==> config.mk <==
export PLATFORM = sky130hd
export DESIGN_NAME = numero_seq_ctrl
export DESIGN_NICKNAME = d
export VERILOG_FILES = /design/src/rtl/numero_seq_ctrl.sv
export SDC_FILE = /design/constraint.sdc
export NUM_CORES = 1
export LEC_CHECK = 0
export CAP_MARGIN = 20
export CORE_MARGIN = 4
export CORE_UTILIZATION = 45
export CTS_CLUSTER_DIAMETER = 200
export CTS_CLUSTER_SIZE = 30
export DETAILED_ROUTE_END_ITERATION = 12
export GPL_TIMING_DRIVEN = 0
export PLACE_DENSITY = 0.73
export SLEW_MARGIN = 20
export SYNTH_ARGS = -nofsm -noshare
export SYNTH_HDL_FRONTEND = slang
export SYNTH_SLANG_ARGS = --single-unit
==> constraint.sdc <==
create_clock -name clk -period 2.2 [get_ports clk]
set_input_delay 0.44 -clock clk [delete_from_list [all_inputs] [get_ports clk]]
set_output_delay 0.44 -clock clk [all_outputs]
set_load 0.01 [all_outputs]
==> src/rtl/numero_seq_ctrl.sv <==
// numero_seq_ctrl: latches an N-digit word, steps each nibble through the numero decoder and captures its code.
// Optional LEAD_ZERO_BLANK_EN: leading zero digits (never digit 0) are sequenced but captured as 5'b00000.
module numero_seq_ctrl #(
   parameter int N_DIGITS = 4
) (
   input  logic                  clk,
   input  logic                  reset,
   input  logic                  start,
   input  logic [4*N_DIGITS-1:0] digits,
   output logic                  busy,
   output logic                  done,
   output logic [5*N_DIGITS-1:0] codes,
   output logic                  dec_a,
   output logic                  dec_b,
   output logic                  dec_c,
   output logic                  dec_d,
   output logic                  dec_ready,
   output logic                  dec_reset,
   input  logic                  dec_v,
   input  logic                  dec_w,
   input  logic                  dec_x,
   input  logic                  dec_y,
   input  logic                  dec_z
);
   localparam int IDX_W = (N_DIGITS > 1) ? $clog2(N_DIGITS) : 1;
   localparam logic [IDX_W-1:0] LAST_IDX = IDX_W'(N_DIGITS - 1);

   typedef enum logic [2:0] {S_IDLE, S_SETUP, S_DRIVE, S_CAPTURE, S_DONE} state_t;

   state_t                   state_q, state_d;
   logic [N_DIGITS-1:0][3:0] digits_arr;
   logic [N_DIGITS-1:0][3:0] word_q, word_d;
   logic [N_DIGITS-1:0][4:0] codes_q, codes_d;
   logic [IDX_W-1:0]         idx_q, idx_d;
   logic [3:0]               nib_q, nib_d;
   logic                     busy_q, busy_d;
   logic                     done_q, done_d;
   logic                     ready_q, ready_d;
   logic                     dec_reset_q;
   logic [4:0]               dec_code;
   logic [4:0]               cap_code;

   assign digits_arr = digits;
   assign dec_code   = {dec_v, dec_w, dec_x, dec_y, dec_z};

`ifdef LEAD_ZERO_BLANK_EN
   logic [N_DIGITS-1:0] blank_q, blank_d, blank_mask;
   logic                any_nz;

   // Scan from the top digit down: a digit is blank while nothing at or above it is non-zero.
   // NOTE: blocking assignments here build a combinational OR chain; any_nz is a temporary, not state.
   always_comb begin
      any_nz     = 1'b0;
      blank_mask = '0;
      for (int k = N_DIGITS - 1; k >= 0; k--) begin
         any_nz        = any_nz | (|digits_arr[k]);
         blank_mask[k] = (k != 0) && !any_nz;
      end
   end

   always_comb begin
      blank_d = blank_q;
      if ((state_q == S_IDLE) && start) blank_d = blank_mask;
   end

   always_ff @(posedge clk or posedge reset) begin
      if (reset) blank_q <= '0;
      else       blank_q <= blank_d;
   end

   assign cap_code = blank_q[idx_q] ? 5'b00000 : dec_code;
`else
   assign cap_code = dec_code;
`endif

   // Outputs are registered, so each one is loaded on the transition INTO the state that shows it.
   always_comb begin
      state_d = state_q;
      word_d  = word_q;
      idx_d   = idx_q;
      codes_d = codes_q;
      nib_d   = nib_q;
      busy_d  = busy_q;
      done_d  = 1'b0;
      ready_d = ready_q;
      case (state_q)
         S_IDLE: begin
            if (start) begin
               word_d  = digits_arr;
               idx_d   = '0;
               busy_d  = 1'b1;
               ready_d = 1'b1;
               state_d = S_SETUP;
            end
         end
         S_SETUP: begin
            nib_d   = word_q[idx_q];
            state_d = S_DRIVE;
         end
         S_DRIVE: begin
            state_d = S_CAPTURE;
         end
         S_CAPTURE: begin
            codes_d[idx_q] = cap_code;
            if (idx_q == LAST_IDX) begin
               done_d  = 1'b1;
               ready_d = 1'b0;
               state_d = S_DONE;
            end else begin
               idx_d   = idx_q + 1'b1;
               nib_d   = word_q[idx_d];
               state_d = S_DRIVE;
            end
         end
         S_DONE: begin
            busy_d  = 1'b0;
            state_d = S_IDLE;
         end
         default: state_d = S_IDLE;
      endcase
   end

   // NOTE: every flop, including the code store, is cleared by reset so a mid-run reset leaves codes at zero.
   always_ff @(posedge clk or posedge reset) begin
      if (reset) begin
         state_q     <= S_IDLE;
         word_q      <= '0;
         idx_q       <= '0;
         codes_q     <= '0;
         nib_q       <= '0;
         busy_q      <= 1'b0;
         done_q      <= 1'b0;
         ready_q     <= 1'b0;
         dec_reset_q <= 1'b1;
      end else begin
         state_q     <= state_d;
         word_q      <= word_d;
         idx_q       <= idx_d;
         codes_q     <= codes_d;
         nib_q       <= nib_d;
         busy_q      <= busy_d;
         done_q      <= done_d;
         ready_q     <= ready_d;
         dec_reset_q <= 1'b0;
      end
   end

   assign busy                         = busy_q;
   assign done                         = done_q;
   assign codes                        = codes_q;
   assign {dec_a, dec_b, dec_c, dec_d} = nib_q;
   assign dec_ready                    = ready_q;
   assign dec_reset                    = dec_reset_q;

endmodule
==> impl_metrics.tcl, run 1 <==
set metrics [dict create \
    grt-busiest-layer "met2" \
    hpwl_um 3470 \
    start_util 0.465 \
    grt-ovfl-total 0 \
    fmaxAchievable_mhz 492 \
    path_clk_slew_ps 90 \
    path_max_fanout 10 \
    post-route-period-util 0.924 \
    start_kind "flop" \
    cp.required_ps 2390 \
    clockBufferDepth 2 \
    htreeDepth 2 \
    stdcell_area_um2 2890 \
    cts_setup_buffers 0 \
    layout.cells.most_common_list "clkdlybuf4s50_1 (51), dfrtp_1 (48), mux2_2 (44)" \
    irDropWorstVdd_v 0.000650 \
    min_period_ps 2030 \
    maxSlewViolCount 0 \
    numClockSinks 49 \
    io_pins 52 \
    clock_latency_ps 300 \
    outcome "complete, no violations" \
    p_leak_nw 1.23 \
    routed_wl_um 4640 \
    grt_setup_unrepaired "no" \
    hp-class "in -> async" \
    postCtsHoldBufs 0 \
    powerDensity_nw_per_um2 1430 \
    std_cell_rows 25 \
    dieHeight_um 77.9 \
    via_count 1456 \
    pre_cts_ws_ps 163 \
    use_met2 0.289 \
    fin_ws_ps 167 \
    final_common_cell "clkdlybuf4s50_1" \
    syn_avg_cell_area_um2 14.5 \
    met1_usage 0.203 \
    core_um2 4720 \
    via_per_inst 5.22 \
    grt_use_met3 0.0406 \
    drc 0 \
    yosys_warnings 0 \
    fin_cells 279 \
    drive_above_1_share 0.321 \
    drt-pass1-iter-count 4 \
    cts_resized 0 \
    syn_to_final_growth_pct 31.7 \
    ant_nets 0 \
    syn_nets 180 \
    max-slew-margin-rel 0.453 \
    ys_seq_elements 49 \
    skew_ps 4.77 \
    grtUsageTotal 0.167 \
    grt_pass1_wl_um 7740 \
    cts_root_buf "clkbuf_8" \
    endpoint_kind "flop" \
    cap_violations 0 \
    tightestPinTransition_ps 810 \
    synth_cells 152 \
    die_area_um2 6060 \
    dpl.cell_count 271 \
    gp_congestion 0.798 \
    ys_seq_area_frac 0.559 \
    cts-buffers-inserted 5 \
    grt_max_degree 31 \
    dr.first_iter.drc_count 68 \
    cts_tree "yes" \
    yosys.cell_types.count 31 \
    antenna_found_initial 0 \
    wl_per_cell_um 16.6 \
    placed_cell_area_um2 2810 \
    arrival_ps 2220 \
    fp.dieW_um 77.9 \
    report.final.hold_viol_count 0 \
    nets 239 \
    setup-violations-final 0 \
    syn-cell-area_um2 2200 \
    portBuffers 51 \
    first_global_vias 1549 \
    worstSetupPathType "reg -> reg" \
    diodes 0 \
]
layer usage:
metal	share of wire	routed length, um	vias to the layer above
met5	0	0	-
met4	0.016	75	0
met3	0.032	150	5
met2	0.53	2470	24
met1	0.42	1940	761
li1	-	-	666
logic make-up (layout without fill, tap and decap cells):
logic type                 count (synthesis)  in the layout  synth area share
buffers and inverters                     12             72            0.0376
other                                      1              1           0.00171
DFF                                       49             49             0.559
and+or+nand+nor                           24             24            0.0689
AOI/OAI and AO/OA                         13             13            0.0370
adders and majority gates                  4              4            0.0228
muxes                                     49             49             0.273
sequential cells by signal (all words and copies together) (netlist names):
signal     cells
nib_q          4
state_q        3
word_q        16
dec_reset      1
dec_ready      1
busy           1
done           1
codes         20
idx_q          2
worst paths after layout:
check | start | to | slack [ps] | cells past startpoint
worst max-delay path | idx_q[0] | nib_q[1] | 170 | 7
worst min-delay path | reset | dec_ready | 460 | 2
worst max register to register | idx_q[0] | nib_q[1] | 170 | 7
worst min register to register | dec_ready | dec_ready | 490 | 1
max in group asynchronous | reset | codes[4] | 1240 | 3
min in group clk | dec_ready | dec_ready | 490 | 1
report_power, final:
group,internal [mW],switching (mW)
logic,1.22,0.784
clock network,0.221,0.286
registers,1.34,0.281
metrics by stage:
step           total power [mW]  setup TNS, ps   util  hold slack [ps]
2_1_floorplan              2.81              0      -              492
3_3_place_gp               3.55         -13620  0.591              465
6_report                   4.13              0  0.613              459
3_5_place_dp               3.65              0  0.595              468
4_1_cts                    4.16              0  0.613              459
5_1_grt                    4.39              0  0.613              495
cells in the mapped netlist, drive strengths merged:
| cell type | number | area (um^2) |
|---|---|---|
| and3b | 1 | 8.76 |
| o21ai | 5 | 25.0 |
| nor4b | 2 | 23.8 |
| nor3 | 1 | 5.00 |
| mux4 | 4 | 90.1 |
| a21oi | 2 | 10.0 |
| a211oi | 1 | 7.51 |
| nand2b | 4 | 25.0 |
| nand3 | 3 | 15.0 |
| nand3b | 1 | 7.51 |
| o2111ai | 1 | 8.76 |
| nand2 | 6 | 22.5 |
| nand4bb | 1 | 11.3 |
| inv | 6 | 22.5 |
| and4bb | 1 | 12.5 |
| dfstp | 1 | 26.3 |
| a22oi | 3 | 22.5 |
| and2 | 1 | 6.26 |
| nor2 | 3 | 13.8 |
| buf | 6 | 60.1 |
| ha | 4 | 50.1 |
| dfrtp | 48 | 1200 |
| conb | 1 | 3.75 |
| a21o | 1 | 7.51 |
| mux2 | 45 | 510 |
critical path, stage by stage (launching register included):
cell and delay (ps):
dfrtp_1 380, buf_2 230, buf_2 280, inv_1 90
ha_1 420, mux4_2 360, nand2b_1 100, nand3_1 60
final cells by class:
| cell class | count | area (um^2) |
|---|---|---|
| Multi-Input combinational cell | 91 | 887 |
| Fill cell | 376 | 1830 |
| Sequential cell | 49 | 1230 |
| Tap cell | 67 | 83.8 |
| Clock buffer | 6 | 72.6 |
| Timing Repair Buffer | 52 | 531 |
| Inverter | 6 | 22.5 |
| Buffer | 6 | 60.1 |
| Clock inverter | 2 | 10.0 |
Note: power is estimated with default switching activity, not from simulation.
==> inputs of run 2 (changes only) <==
--- a/config.mk
+++ b/config.mk
@@ -9,11 +9,10 @@
 export CORE_MARGIN = 4
 export CORE_UTILIZATION = 45
 export CTS_CLUSTER_DIAMETER = 200
-export CTS_CLUSTER_SIZE = 30
 export DETAILED_ROUTE_END_ITERATION = 12
 export GPL_TIMING_DRIVEN = 0
 export PLACE_DENSITY = 0.73
-export SLEW_MARGIN = 20
+export SLEW_MARGIN = 0
 export SYNTH_ARGS = -nofsm -noshare
 export SYNTH_HDL_FRONTEND = slang
 export SYNTH_SLANG_ARGS = --single-unit
==> results of run 2 <==
No change in the layout: final DEF, timing and power equal those of run 1.
==> inputs of run 3 (changes only) <==
--- a/config.mk
+++ b/config.mk
@@ -5,6 +5,7 @@
 export SDC_FILE = /design/constraint.sdc
 export NUM_CORES = 1
 export LEC_CHECK = 0
+export ABC_AREA = 1
 export CAP_MARGIN = 20
 export CORE_MARGIN = 4
 export CORE_UTILIZATION = 45
==> impl_metrics.tcl, run 3 <==
set metrics [dict create \
    fill_cells 417 \
    antenna_found_initial 0 \
    yosys.cell_types.count 21 \
    syn_avg_cell_area_um2 8.60 \
    ys_seq_area_frac 0.547 \
    powerDensity_nw_per_um2 1420 \
    dr.first_iter.drc_count 104 \
    fp.dieW_um 78.6 \
    met1_usage 0.222 \
    yosysTopAreaCellShare 0.535 \
    grt-busiest-layer "met2" \
    std_cell_rows 25 \
    cts-buffers-inserted 5 \
    hpwl_um 3490 \
    final.setup.tns_ps 0 \
    crit_slowest_cell "dfrtp_1" \
    via_per_inst 4.81 \
    synth_area_leader_cell "dfrtp_1" \
    cts_tree "yes" \
    outcome "complete, no violations" \
    grt_setup_unrepaired "no" \
    diodes 0 \
    setup-violations-final 0 \
    core_um2 4790 \
    layout.cells.most_common_list "nand2_1 (89), clkdlybuf4s50_1 (51), dfrtp_1 (47)" \
    cts_setup_buffers 0 \
    synthArstFlopShare 1.00 \
    worstSetupPathType "reg -> reg" \
    cp.required_ps 2400 \
    fin_cells 388 \
    fin_ws_ps 217 \
    dieHeight_um 78.6 \
    nets 348 \
    min_period_ps 1980 \
    numClockSinks 49 \
    grt_use_met3 0.0470 \
    final_common_cell "nand2_1" \
    arrival_ps 2180 \
    cap_violations 0 \
    synth_ff_type "dfrtp_1" \
    synth_area_leaders "dfrtp_1 (54%), nand2_1 (15%), nand3_1 (5.8%), o21ai_0 (5.8%), inv_1 (5.2%)" \
    drive_above_1_share 0.0997 \
    cpPeakStageDelay_ps 500 \
    largest_reg_flops 20 \
    ant_nets 0 \
    irDropWorstVdd_v 0.000564 \
    grt-ovfl-total 0 \
    yosys-top-cells-count "nand2_1 (89), dfrtp_1 (48), inv_1 (31)" \
    clockBufferDepth 2 \
    htreeDepth 2 \
    first_global_vias 1763 \
    clock_latency_ps 300 \
    start_util 0.469 \
    grt_max_degree 31 \
    cts_root_buf "clkbuf_8" \
    portBuffers 51 \
    syn-cell-area_um2 2240 \
    hp-class "in -> async" \
    p_leak_nw 1.46 \
    report.final.hold_viol_count 0 \
    endpoint_kind "flop" \
    grt_pass1_wl_um 8160 \
    path_common_cell "nand2_1" \
    via_count 1866 \
    drt-pass1-iter-count 4 \
    wl_per_cell_um 12.1 \
    path_max_fanout 9 \
    grtUsageTotal 0.170 \
    yosys_warnings 0 \
    final_core_util 0.619 \
    io_pins 52 \
    yosysMostFrequentCell "nand2_1" \
    syn_nets 289 \
    start_kind "flop" \
    routed_wl_um 4710 \
    syn_to_final_growth_pct 31.9 \
    die_area_um2 6180 \
    drc 0 \
    fmaxAchievable_mhz 504 \
    path_clk_slew_ps 90 \
    skew_ps 4.91 \
    pre_cts_ws_ps 181 \
    maxSlewViolCount 0 \
    synth_cells 261 \
    ys_seq_elements 49 \
    gp_congestion 0.933 \
    whs_ps 446 \
    synth_edf_count 0 \
    path_cells "inv_1 > ha_1 > buf_4 > clkinv_1 > nand2_1 > nand3_1 > nand3_1 > nand2_1 > nand2_1 > nand2_1" \
    use_met2 0.270 \
    dpl.cell_count 380 \
    post-route-period-util 0.901 \
]
[run 3: final cells by class]
type                            count  area (um^2)  share of cell area
Clock inverter                      1         5.00             0.00169
Timing Repair Buffer               52          531               0.179
Sequential cell                    49         1230               0.415
Clock buffer                        7         96.3              0.0325
Multi-Input combinational cell    170          817               0.276
Buffer                              7         67.6              0.0228
Tap cell                           67         83.8              0.0283
Inverter                           35          133              0.0448
[run 3: final timing paths]
kind	start	endpoint	slack (ps)	cells past startpoint
hold reg to reg	codes[15]	codes[15]	490	2
max in group asynchronous	reset	idx_q[0]	1230	3
setup / recovery	idx_q[1]	nib_q[3]	220	10
min in group clk	codes[15]	codes[15]	490	2
hold / removal	reset	codes[15]	450	2
setup reg to reg	idx_q[1]	nib_q[3]	220	10
[run 3: repair_timing]
item	CTS	global route
hold buffers	0	0
endpoints found under the setup margin	0	4
gates resized for setup	0	1
[run 3: routing by layer]
layer / vias to the layer above / part of all wire
met4: 0 / 0.017
met2: 55 / 0.48
met5: - / 0
met3: 8 / 0.060
met1: 865 / 0.44
li1: 938 / -
[run 3: cell families after synthesis]
| group | after synthesis | synth area share |
|---|---|---|
| and+or+nand+nor | 123 | 0.240 |
| DFF | 49 | 0.547 |
| AOI/OAI and AO/OA | 42 | 0.100 |
| buffers and inverters | 42 | 0.0892 |
| adders and majority gates | 4 | 0.0223 |
| other | 1 | 0.00167 |
[run 3: power by group]
group / internal [mW] / total, mW / switching (mW)
combinational: 0.940 / 2.00 / 1.06
sequential: 1.32 / 1.64 / 0.315
clock: 0.284 / 0.574 / 0.290
[run 3: metrics by stage]
stage | instance area [um^2] | total power, mW
after floorplan | 2240 | 2.81
after global placement | 2840 | 3.58
after detailed placement | 2860 | 3.65
after CTS | 2960 | 4.23
after global routing | 2960 | 4.56
final | 2960 | 4.21
[run 3: critical path, delay by kind of cell (launching register included)]
kind                       cells  cell delay [ps]
adders and majority gates      1              310
buffers and inverters          3              580
and+or+nand+nor                6              490
DFF                            1              500
